**config.mk**
```make
export PLATFORM = sky130hd
export DESIGN_NAME = fifo_stream_reader_flat
export DESIGN_NICKNAME = d
export VERILOG_FILES = /design/src/rtl/fifo_stream_reader_pkg.sv /design/src/rtl/fifo_stream_reader_if.sv /design/src/rtl/fifo_stream_reader_skid.sv /design/src/rtl/fifo_stream_reader.sv /design/src/flat_wrapper.sv
export SDC_FILE = /design/constraint.sdc
export NUM_CORES = 1
export LEC_CHECK = 0
export ABC_AREA = 0
export ABC_CLOCK_PERIOD_IN_PS = 4850
export CAP_MARGIN = 40
export CORE_MARGIN = 2
export CORE_UTILIZATION = 30
export DETAILED_ROUTE_END_ITERATION = 7
export PLACE_DENSITY = 0.49
export SLEW_MARGIN = 20
export SYNTH_ARGS = -nofsm -noshare
export SYNTH_HDL_FRONTEND = slang
export SYNTH_HIERARCHICAL = 1
export SYNTH_SLANG_ARGS = --single-unit
```
**constraint.sdc**
```tcl
create_clock -name clk -period 4.85 [get_ports clk]
set_input_delay 0.7275 -clock clk [delete_from_list [all_inputs] [get_ports clk]]
set_output_delay 0.7275 -clock clk [all_outputs]
set_load 0.01 [all_outputs]
```
**src/rtl/fifo_stream_reader_pkg.sv**
```systemverilog
// Shared definitions for fifo_stream_reader: boolean constants, stream word
// type and the skid-depth helper used to size the internal queue.
package fifo_stream_reader_pkg;

  localparam logic TRUE  = 1'b1;
  localparam logic FALSE = 1'b0;
  localparam logic ONE   = 1'b1;
  localparam logic ZERO  = 1'b0;

  // Default word width; must match the upstream FIFO.
  localparam int WORD_WIDTH = 32;
  typedef logic [WORD_WIDTH-1:0] word_t;

  // Queue depth from its log2 size.
  function automatic int skid_depth(input int depth_bits);
    return 1 << depth_bits;
  endfunction

  localparam int DEFAULT_SKID_DEPTH_IN_BITS = 2;
  localparam int DEFAULT_SKID_DEPTH         = skid_depth(DEFAULT_SKID_DEPTH_IN_BITS);

endpackage

```
**src/rtl/fifo_stream_reader_if.sv**
```systemverilog
// Bundle of the FIFO read-port signals and the outgoing valid/ready stream.
// master = the reader block, slave = the FIFO/sink environment.
interface fifo_stream_reader_if #(
  parameter int WIDTH = 32
) ();

  logic             fifo_req;
  logic             fifo_empty;
  logic             fifo_valid;
  logic [WIDTH-1:0] fifo_data;
  logic             out_valid;
  logic             out_ready;
  logic [WIDTH-1:0] out_data;
  logic             busy;

  modport master (
    output fifo_req,
    input  fifo_empty,
    input  fifo_valid,
    input  fifo_data,
    output out_valid,
    input  out_ready,
    output out_data,
    output busy
  );

  modport slave (
    input  fifo_req,
    output fifo_empty,
    output fifo_valid,
    output fifo_data,
    input  out_valid,
    output out_ready,
    input  out_data,
    input  busy
  );

endinterface

```
**src/rtl/fifo_stream_reader_skid.sv**
```systemverilog
// Register-based skid queue for fifo_stream_reader. Pointers carry one extra
// wrap bit so a full queue is distinguishable from an empty one.
module fifo_stream_reader_skid
  import fifo_stream_reader_pkg::*;
#(
  parameter int WIDTH      = 32,
  parameter int DEPTH_BITS = 2
) (
  input  logic                clk,
  input  logic                reset_n,
  input  logic                push_i,
  input  logic [WIDTH-1:0]    data_i,
  input  logic                pop_i,
  output logic [WIDTH-1:0]    head_o,
  output logic [DEPTH_BITS:0] count_o,
  output logic [DEPTH_BITS:0] count_next_o,
  output logic                empty_o
);

  localparam int DEPTH = skid_depth(DEPTH_BITS);
  localparam int PTR_W = DEPTH_BITS + 1;

  logic [PTR_W-1:0] wr_ptr_q, wr_ptr_d;
  logic [PTR_W-1:0] rd_ptr_q, rd_ptr_d;
  logic [WIDTH-1:0] mem_q [DEPTH];
  logic             full;

  // Pointer advance and occupancy, including the count after this edge.
  always_comb begin
    wr_ptr_d     = push_i ? wr_ptr_q + PTR_W'(1) : wr_ptr_q;
    rd_ptr_d     = pop_i  ? rd_ptr_q + PTR_W'(1) : rd_ptr_q;
    count_o      = wr_ptr_q - rd_ptr_q;
    count_next_o = wr_ptr_d - rd_ptr_d;
    empty_o      = (wr_ptr_q == rd_ptr_q);
    full         = (wr_ptr_q[DEPTH_BITS] != rd_ptr_q[DEPTH_BITS]) &&
                   (wr_ptr_q[DEPTH_BITS-1:0] == rd_ptr_q[DEPTH_BITS-1:0]);
    head_o       = mem_q[rd_ptr_q[DEPTH_BITS-1:0]];
  end

  // Read/write pointers.
  always_ff @(posedge clk or negedge reset_n) begin
    if (!reset_n) begin
      wr_ptr_q <= '0;
      rd_ptr_q <= '0;
    end else begin
      wr_ptr_q <= wr_ptr_d;
      rd_ptr_q <= rd_ptr_d;
    end
  end

  // Storage: each returning FIFO word lands at the write pointer.
  always_ff @(posedge clk or negedge reset_n) begin
    if (!reset_n) begin
      for (int i = 0; i < DEPTH; i++) mem_q[i] <= '0;
    end else if (push_i) begin
      mem_q[wr_ptr_q[DEPTH_BITS-1:0]] <= data_i;
    end
  end

  // The credit scheme must never let a word arrive into a full queue.
  a_no_overflow: assert property (@(posedge clk) disable iff (!reset_n) !(push_i && full))
    else $error("fifo_stream_reader_skid: push while full");

endmodule

```
**src/rtl/fifo_stream_reader.sv**
```systemverilog
// fifo_stream_reader: turns a request/latency-N FIFO read port into a
// valid/ready stream with full back-pressure. Credit counter for in-flight
// requests, skid queue for returning words, registered output stage.
// Optional statistics counters: define FIFO_STREAM_READER_STATS_EN.
module fifo_stream_reader
  import fifo_stream_reader_pkg::*;
#(
  parameter int WIDTH              = WORD_WIDTH,
  parameter int READ_LATENCY       = 2,
  parameter int SKID_DEPTH_IN_BITS = DEFAULT_SKID_DEPTH_IN_BITS,
  parameter int STAT_WIDTH         = 32
) (
  input logic                  clk,
  input logic                  reset_n,
  fifo_stream_reader_if.master bus
`ifdef FIFO_STREAM_READER_STATS_EN
  ,
  output logic [STAT_WIDTH-1:0] stat_words,
  output logic [STAT_WIDTH-1:0] stat_stall
`endif
);

  localparam int DEPTH = skid_depth(SKID_DEPTH_IN_BITS);
  localparam int CNT_W = SKID_DEPTH_IN_BITS + 1;
  localparam int SUM_W = SKID_DEPTH_IN_BITS + 2;

  // Reject parameter sets the credit scheme cannot support.
  if (READ_LATENCY < 1 || READ_LATENCY > 4) begin : g_bad_latency
    $error("fifo_stream_reader: READ_LATENCY must be in 1..4");
  end
  if (SKID_DEPTH_IN_BITS < 1) begin : g_bad_depth
    $error("fifo_stream_reader: SKID_DEPTH_IN_BITS must be at least 1");
  end
  if (STAT_WIDTH < 1) begin : g_bad_stat
    $error("fifo_stream_reader: STAT_WIDTH must be at least 1");
  end

  logic [CNT_W-1:0] inflight_q, inflight_d;
  logic             out_valid_q, out_valid_d;
  logic [WIDTH-1:0] out_data_q, out_data_d;
  logic             busy_q, busy_d;

  logic [CNT_W-1:0] skid_count, skid_count_next;
  logic             skid_empty;
  logic [WIDTH-1:0] skid_head;

  logic             fifo_req;
  logic             accept;
  logic             out_hold;
  logic             load_en;
  logic             push;
  logic             pop;
  logic             bypass;
  logic [SUM_W-1:0] credit_sum;

  // Credits cover words still in flight, words queued and a stalled output word.
  always_comb begin
    out_hold   = out_valid_q & ~bus.out_ready;
    credit_sum = SUM_W'(inflight_q) + SUM_W'(skid_count) + SUM_W'(out_hold);
    fifo_req   = ~bus.fifo_empty & (credit_sum < SUM_W'(DEPTH + 1)) & reset_n;
    accept     = fifo_req & ~bus.fifo_empty;
  end

  // Output register refills from the queue head, or straight from the FIFO
  // when the queue is empty, so no cycle is lost on an idle stream.
  always_comb begin
    load_en = ~out_valid_q | bus.out_ready;
    pop     = load_en & ~skid_empty;
    bypass  = load_en & skid_empty & bus.fifo_valid;
    push    = bus.fifo_valid & ~bypass;
  end

  // Next-state for credit counter, output stage and busy flag.
  always_comb begin
    inflight_d  = inflight_q;
    out_valid_d = out_valid_q;
    out_data_d  = out_data_q;

    unique case ({accept, bus.fifo_valid})
      2'b10:   inflight_d = inflight_q + CNT_W'(1);
      2'b01:   inflight_d = inflight_q - CNT_W'(1);
      default: inflight_d = inflight_q;
    endcase

    if (load_en) begin
      if (!skid_empty) begin
        out_valid_d = TRUE;
        out_data_d  = skid_head;
      end else if (bus.fifo_valid) begin
        out_valid_d = TRUE;
        out_data_d  = bus.fifo_data;
      end else begin
        out_valid_d = FALSE;
      end
    end

    busy_d = (inflight_d != '0) | (skid_count_next != '0);
  end

  // State registers.
  always_ff @(posedge clk or negedge reset_n) begin
    if (!reset_n) begin
      inflight_q  <= '0;
      out_valid_q <= ZERO;
      out_data_q  <= '0;
      busy_q      <= ZERO;
    end else begin
      inflight_q  <= inflight_d;
      out_valid_q <= out_valid_d;
      out_data_q  <= out_data_d;
      busy_q      <= busy_d;
    end
  end

  fifo_stream_reader_skid #(
    .WIDTH      (WIDTH),
    .DEPTH_BITS (SKID_DEPTH_IN_BITS)
  ) u_skid (
    .clk          (clk),
    .reset_n      (reset_n),
    .push_i       (push),
    .data_i       (bus.fifo_data),
    .pop_i        (pop),
    .head_o       (skid_head),
    .count_o      (skid_count),
    .count_next_o (skid_count_next),
    .empty_o      (skid_empty)
  );

  assign bus.fifo_req  = fifo_req;
  assign bus.out_valid = out_valid_q;
  assign bus.out_data  = out_data_q;
  assign bus.busy      = busy_q;

`ifdef FIFO_STREAM_READER_STATS_EN
  logic [STAT_WIDTH-1:0] stat_words_q, stat_stall_q;
  logic                  xfer;

  assign xfer = out_valid_q & bus.out_ready;

  // Saturating transfer and stall counters.
  always_ff @(posedge clk or negedge reset_n) begin
    if (!reset_n) begin
      stat_words_q <= '0;
      stat_stall_q <= '0;
    end else begin
      if (xfer && (stat_words_q != '1))     stat_words_q <= stat_words_q + STAT_WIDTH'(1);
      if (out_hold && (stat_stall_q != '1)) stat_stall_q <= stat_stall_q + STAT_WIDTH'(1);
    end
  end

  assign stat_words = stat_words_q;
  assign stat_stall = stat_stall_q;
`endif

endmodule

```
**src/flat_wrapper.sv**
```systemverilog
// flat-port wrapper written by rule: the top's interface ports become plain ports
module fifo_stream_reader_flat import fifo_stream_reader_pkg::*;
#(
  parameter int WIDTH              = WORD_WIDTH,
  parameter int READ_LATENCY       = 2,
  parameter int SKID_DEPTH_IN_BITS = DEFAULT_SKID_DEPTH_IN_BITS,
  parameter int STAT_WIDTH         = 32
)
  (clk, reset_n, bus_fifo_req, bus_fifo_empty, bus_fifo_valid, bus_fifo_data, bus_out_valid, bus_out_ready, bus_out_data, bus_busy);
  fifo_stream_reader_if #(.WIDTH(WIDTH)) bus_i ();
  input logic clk;
  input logic reset_n;
  output wire logic [$bits(bus_i.fifo_req)-1:0] bus_fifo_req;
  input wire logic [$bits(bus_i.fifo_empty)-1:0] bus_fifo_empty;
  input wire logic [$bits(bus_i.fifo_valid)-1:0] bus_fifo_valid;
  input wire logic [$bits(bus_i.fifo_data)-1:0] bus_fifo_data;
  output wire logic [$bits(bus_i.out_valid)-1:0] bus_out_valid;
  input wire logic [$bits(bus_i.out_ready)-1:0] bus_out_ready;
  output wire logic [$bits(bus_i.out_data)-1:0] bus_out_data;
  output wire logic [$bits(bus_i.busy)-1:0] bus_busy;
  assign bus_fifo_req = bus_i.fifo_req;
  assign bus_i.fifo_empty = bus_fifo_empty;
  assign bus_i.fifo_valid = bus_fifo_valid;
  assign bus_i.fifo_data = bus_fifo_data;
  assign bus_out_valid = bus_i.out_valid;
  assign bus_i.out_ready = bus_out_ready;
  assign bus_out_data = bus_i.out_data;
  assign bus_busy = bus_i.busy;
  fifo_stream_reader #(.WIDTH(WIDTH), .READ_LATENCY(READ_LATENCY), .SKID_DEPTH_IN_BITS(SKID_DEPTH_IN_BITS), .STAT_WIDTH(STAT_WIDTH)) u_core (.clk(clk), .reset_n(reset_n), .bus(bus_i));
endmodule
```
==> results.yml <==
logic_synthesis:
  ys_types: 34
  yosys_warnings: 6
  ys_ff_latch: 171
  ys.flop_type: "dfrtp_1"
  netlist.area_leader.share_pct: 51.72
  syn_area_per_cell_um2: 16.68
  synth_seq_area_share_pct: 51.72
  synth_area_leaders: "dfrtp_1 (52%), mux2_2 (18%), mux2_4 (10%)"
  synthCells: 496
  yosysMostFrequentCell: "dfrtp_1"
  synth_edf_count: 0
  synthTopCellsByCount: "dfrtp_1 (171), mux2_2 (134), mux2_4 (56)"
  synth.net_count: 549
  synth_area_um2: 8273
  synth-async-reset-ratio_pct: 100.0
  synth_top_cell_by_area: "dfrtp_1"
pwr:
  p_leak_nw: 4.291
  combPwrFrac_pct: 49.0
  clock_power_share_pct: 18.7
  max-vdd-ir-drop_uv: 309.4
  power_density_nw_per_um2: 790.9
  seqPwrFrac_pct: 32.3
  power_w: 0.007893
  internal_power_w: 0.005462
  p_sw_w: 0.002431
  switching_share_pct: 30.80
sta:
  relSlewSlack_pct: 50.56
  clock_skew_ns: 0.009735
  max_freq_ghz: 0.2372
  slew_violations: 0
  fin_crit_ns: 4.217
  finalSetupTns_ns: 0
  rsz0062_at_grt: "no"
  worst_slew_pin_slew_ns: 0.7416
  setup_violations: 0
  post-route-period-util_pct: 86.94
  finalHoldViolCount: 0
clocking:
  clockBufferDepth: 2
  cts_tree: "done"
  cts.sinks: 171
  cts.htree.levels: 4
  cts_root_buf: "clkbuf_16"
  clk_latency_ns: 0.43
  clk_pin_slew_worst_paths_ns: 0.07
  cts_resized: 0
  cts_buffers: 17
  holdBufCountCts: 0
  cts_setup_buffers: 0
floorplan:
  die_area_um2: 28920
  coreArea_um2: 27030
  ios: 72
  die_h_um: 170.1
  rows: 60
  die_w_um: 170.1
  start_util_pct: 30.61
route:
  vias: 4369
  drc: 0
  dr.first_iter.drc_count: 180
  drt-total-wl_um: 17670
  wl_per_cell_um: 19.14
  vias_per_cell: 4.733
  ant_nets: 0
  firstDrtPassIters: 4
worst_setup_path:
  r2r_cells: 15
  arrival_ns: 3.49
  worstSetupStartpointType: "register"
  required_ns: 4.12
  crit_type: "register to primary output"
  worst_setup_path_end_kind: "primary output"
  cp_max_fo: 4
placement:
  io_buffers: 71
  gp_congestion: 0.7688
  dp_cells: 890
  post_dp_cell_area_um2: 9290
  dp_hpwl_um: 10670
worst_hold_path:
  hp-class: "input pin to async pin"
cells_and_area:
  multi_input_area_um2: 3694
  synthToLayoutAreaGrowth_pct: 20.63
  final_util_pct: 36.93
  stdcell_area_um2: 9980
  num_antenna_cells: 0
  drive_above_1_share_pct: 45.19
  num-nets-final: 623
  layoutNonFillerInstCount: 923
  fillers: 2500
  regArea_um2: 4282
global_routing:
  grt-ovfl-total: 0
  antenna_found_initial: 0
  grtUsageTotal_pct: 13.05
  grt_pass1_wl_um: 28250
  grt_pass1_vias: 5050
  grt_max_degree: 69
run:
  drv_cap: 0
status:
  status: "completed"
## stage by stage
step / worst slack, ns / hold WS (ns)
global route: 0.4321 / 0.2288
floorplan: 1.420 / 0.4319
global placement: 0.7730 / 0.4738
CTS: 0.5995 / 0.2041
detailed placement: 0.6922 / 0.4820
finish: 0.6333 / 0.2037
## state kept, by name, indices dropped and copies added, names as in the netlist
name and cells:
u_core/u_skid/rd_ptr_q 3, u_core/inflight_q 3, u_core/u_skid/wr_ptr_q 3, u_core/bus.busy 1, u_core/bus.out_valid 1, u_core/u_skid/mem_q 128
u_core/bus.out_data 32
## final timing paths
path                                                  endpoint                           startpoint  slack [ns]
setup / recovery                                  bus_fifo_req  u_core/u_skid/wr_ptr_q[0]$_DFF_PN0_        0.63
hold / removal             u_core/bus.out_data[16]$_DFFE_PN0P_                              reset_n        0.20
setup reg to reg                     u_core/bus.busy$_DFF_PN0_  u_core/u_skid/wr_ptr_q[0]$_DFF_PN0_        1.21
hold reg to reg            u_core/bus.out_data[18]$_DFFE_PN0P_  u_core/bus.out_data[18]$_DFFE_PN0P_        0.50
max in group asynchronous   u_core/bus.out_data[5]$_DFFE_PN0P_                              reset_n        3.70
min in group clk           u_core/bus.out_data[18]$_DFFE_PN0P_  u_core/bus.out_data[18]$_DFFE_PN0P_        0.50
## worst max-delay path, cell delays in order, from the launching register on
cell,delay (ns)
dfrtp_1,0.42
inv_1,0.12
ha_1,0.15
inv_1,0.04
fa_1,0.52
inv_1,0.07
fa_1,0.50
nand2b_1,0.08
a221o_1,0.36
a211oi_1,0.24
clkdlybuf4s50_1,0.57
## power by group through the flow
stage	combinational, W	clock [W]	sequential, W
floorplan	0.00302	0	0.00252
global placement	0.00380	0	0.00251
detailed placement	0.00392	0	0.00258
CTS	0.00394	0.00153	0.00256
global route	0.00420	0.00159	0.00264
finish	0.00387	0.00148	0.00255
## cell type report
type                    instances  share of cell area, %
repair buffers                 83                  8.889
clock inverters                14                  2.094
well taps                     341                  4.275
flip-flops and latches        171                  42.90
inverters                      15                 0.5642
multi-input cells             282                  37.01
clock buffers                  17                  4.263
## per-layer routing
layer	wire [um]	track usage (%)	vias to the layer above	share of wire [%]
met1	7953	16.01	2340	45
met2	8948	22.73	53	51
met4	234	4.162	0	1.3
met5	0	0	-	0
met3	528	3.023	13	3.0
li1	-	-	1963	-
## cell families (layout without fill, tap and decap cells)
kind of cell	count (synthesis)	count (layout)	share of synthesized area, %
AO/OA/AOI/OAI	7	7	0.6958
XOR/XNOR	9	9	1.210
adder cells (fa/ha/maj)	16	16	2.874
buffers and inverters	43	129	3.811
flip-flops	171	171	51.72
multiplexers	224	224	38.02
AND/OR/NAND/NOR	26	26	1.664
## cell usage in the layout, fill, tap and decap left out, drive strengths merged, types with 2 or more instances in the layout
| cell | n |
|---|---|
| clkbuf | 17 |
| dfrtp | 171 |
| nor2 | 4 |
| nand2b | 3 |
| xnor2 | 4 |
| buf | 13 |
| clkdlybuf4s50 | 70 |
| o21ai | 3 |
| inv | 21 |
| or3 | 2 |
| xor2 | 4 |
| and2 | 2 |
| clkinv | 3 |
| fa | 5 |
| ha | 11 |
| mux4 | 32 |
| bufinv | 4 |
| mux2 | 192 |
| nand2 | 10 |
Power figures use the tool's default switching activity.
==> edit, RTL diff (same settings) <==
`DEFAULT_SKID_DEPTH_IN_BITS`: 2 -> 4.
--- a/src/rtl/fifo_stream_reader_pkg.sv
+++ b/src/rtl/fifo_stream_reader_pkg.sv
@@ -18,3 +18,3 @@
 
-  localparam int DEFAULT_SKID_DEPTH_IN_BITS = 2;
+  localparam int DEFAULT_SKID_DEPTH_IN_BITS = 4;
   localparam int DEFAULT_SKID_DEPTH         = skid_depth(DEFAULT_SKID_DEPTH_IN_BITS);
Check against the original RTL: no difference found for any inputs over 4 cycles, from zero or initial values and one cycle with reset_n low; that may be too few to reach the edited logic, so the function may still have changed.
==> edit against the unedited design <==
  * Utilization shrank 1.5 points
  * Synthesized area rose to 3.1 times the old value
  * Largest cell class unchanged
  * Final cell count rose to 3.2 times the old value
  * Wire length grew to 3.9 times the old value
  * Total power increased to 2.8 times the old value
  * Count of clock-buffer cells in the layout is 83 higher
  * First-iteration DRC count increased to 4.4 times the old value
  * Worst setup slack lost 0.31 ns
  * Die area rose to 3.1 times the old value
  * Sequential cell count up 390
  * Design area increased to 3.0 times the old value
  * Global-route usage grew 2.6 points
==> edit: results (changes against the unedited design) <==
| Metric | Value |
|---|---|
| GP Congestion | `0.713 (-7.2%)` |
| First-pass GRT wire length | `104000 µm (+270%)` |
| Detailed-route wire length per cell | `23.3 µm (+22%)` |
| Max VDD drop | `0.000526 V (+70%)` |
| Ratio of cells with drive above 1 in the final layout | `45.1% (-0.066 points)` |
| Clk Latency, worst-skew pair | `0.61 ns (+0.18 ns)` |
| Layout net count | `1797 (+190%)` |
| Initial antenna violation count | `4 (+4)` |
| Compound-Gate Fraction of Synth Area | `3.34% (+2.6 points)` |
| Initial DRC count | `799 (+340%)` |
| Clock tree buffer depth | `3 (+1)` |
| Count of plain and timing-repair buffers in the layout | `115 (+39%)` |
| Power in the clock group | `5.05 mW (+240%)` |
| Cell types occupying the most area after synthesis | `dfrtp_1 54%, mux2_2 22%, mux4_2 11%` |
| Non-filler instance count after layout | `2929 (+220%)` |
| # H-tree levels | `3 (-1)` |
| Vias in the first global route | `16000 (+220%)` |
| Lkg Pwr | `12.8 nW (+200%)` |
| Slowest cell delay on critical path | `0.55 ns (-0.02 ns)` |
| Number of flip-flops under the largest register name | `512 (+300%)` |
| Run status | `complete, no violations` |
| Total clock buffers created by CTS | `67 (+50)` |
| # clk buffers | `100 (+83)` |
| Flip-flop and latch share of the layout cell area | `46.5% (+3.6 points)` |
| Peak fanout along the critical path | `7 (+3)` |
| Multi-input gate area in the final layout | `11000 µm² (+200%)` |
| Antenna diode instance count | `1 (+1)` |
| Sequential-to-total area share from yosys stat | `54.5% (+2.7 points)` |
| Register-to-register setup slack | `0.32 ns (-0.89 ns)` |
| Crit-path slowest cell | `a2111oi_0` |
| Portion of the layout cell area used by clock cells | `7.33% (+0.97 points)` |
| Headroom to the max-slew limit | `36.6% (-14 points)` |
| Relative contribution of sequential cells to total power | `36.7% (+4.4 points)` |
| Xor-xnor portion of the synthesized cell area | `0.699% (-0.51 points)` |
| Number of gates resized after cts | `0 (unchanged)` |
| Leading cell types by count after synthesis | `561 x dfrtp_1, 504 x mux2_2, 128 x mux4_2` |
| GRT Total Usage | `15.6% (+2.6 points)` |
| Data arrival at the endpoint of the critical path | `5.04 ns (+1.55 ns)` |
| Number of vias per cell after detailed routing | `4.98 (+5.2%)` |
| Mean instance size in the synthesized netlist | `15.3 µm² (-8.6%)` |
| Clock root buffer master | `clkbuf_16` |
| Data buffer area share | `4.69% (-4.2 points)` |
| Detailed-router iteration count before antenna repair | `5 (+1)` |
| Cell Count Post-Placement | `2808 (+220%)` |
| Syn_nets | `1752 (+220%)` |
| Class of the most critical hold timing path | `input pin to asynchronous set/reset pin` |
| Adder-Cell Fraction of Synth Area | `1.40% (-1.5 points)` |
| Number of filler instances in the final layout | `8154 (+230%)` |
| Number of library cell types mapped by synthesis | `52 (+53%)` |
| Inverter count | `20 (+5)` |
| Setup clock skew after layout | `0.0214 ns (+0.0116 ns)` |
==> edit: changes by cell type in the layout (fill, tap and decap cells not counted), sizes merged, moves of 37 or more <==
cell | before | now
nand2 | 10 | 55
mux2 | 192 | 513
clkbuf | 17 | 100
nor2 | 4 | 41
a21oi | 1 | 41
dfrtp | 171 | 561
mux4 | 32 | 128
a22oi | 0 | 64
==> edit: layer usage <==
layer  GRT usage [%]  routed length (µm)  share of wire, %
met4            4.89                1650               2.4
met3            2.98                2470               3.6
met1            20.8               31300                46
met2            25.8               33000                48
met5               0                  31             0.045
==> edit: path summary, 6_finish.rpt <==
check	from	to	cells after the start
hold / removal	reset_n	u_core/u_skid/mem_q[309]	1
hold reg to reg	u_core/u_skid/mem_q[412]	u_core/u_skid/mem_q[412]	1
max in group asynchronous	reset_n	u_core/u_skid/mem_q[297]	5
min in group clk	u_core/u_skid/mem_q[412]	u_core/u_skid/mem_q[412]	1
setup / recovery	u_core/u_skid/wr_ptr_q[0]	u_core/bus.busy	17
setup reg to reg	u_core/u_skid/wr_ptr_q[0]	u_core/bus.busy	17
==> edit: metrics by stage <==
| step | utilization [%] | hold slack (ns) | instance area, µm² | power (mW) | setup WS (ns) |
|---|---|---|---|---|---|
| 3_3_place_gp | 32.6 | 0.462 | 27800 | 16.8 | 0.236 |
| 3_5_place_dp | 32.8 | 0.475 | 27900 | 17.3 | 0.122 |
| 5_1_grt | 35.5 | 0.0749 | 30200 | 23.6 | 0.0603 |
| 4_1_cts | 35.4 | 0.0543 | 30100 | 22.4 | 0.254 |
| 2_1_floorplan | - | 0.432 | 25800 | 14.5 | 0.604 |
| 6_report | 35.5 | 0.0678 | 30200 | 22.1 | 0.324 |
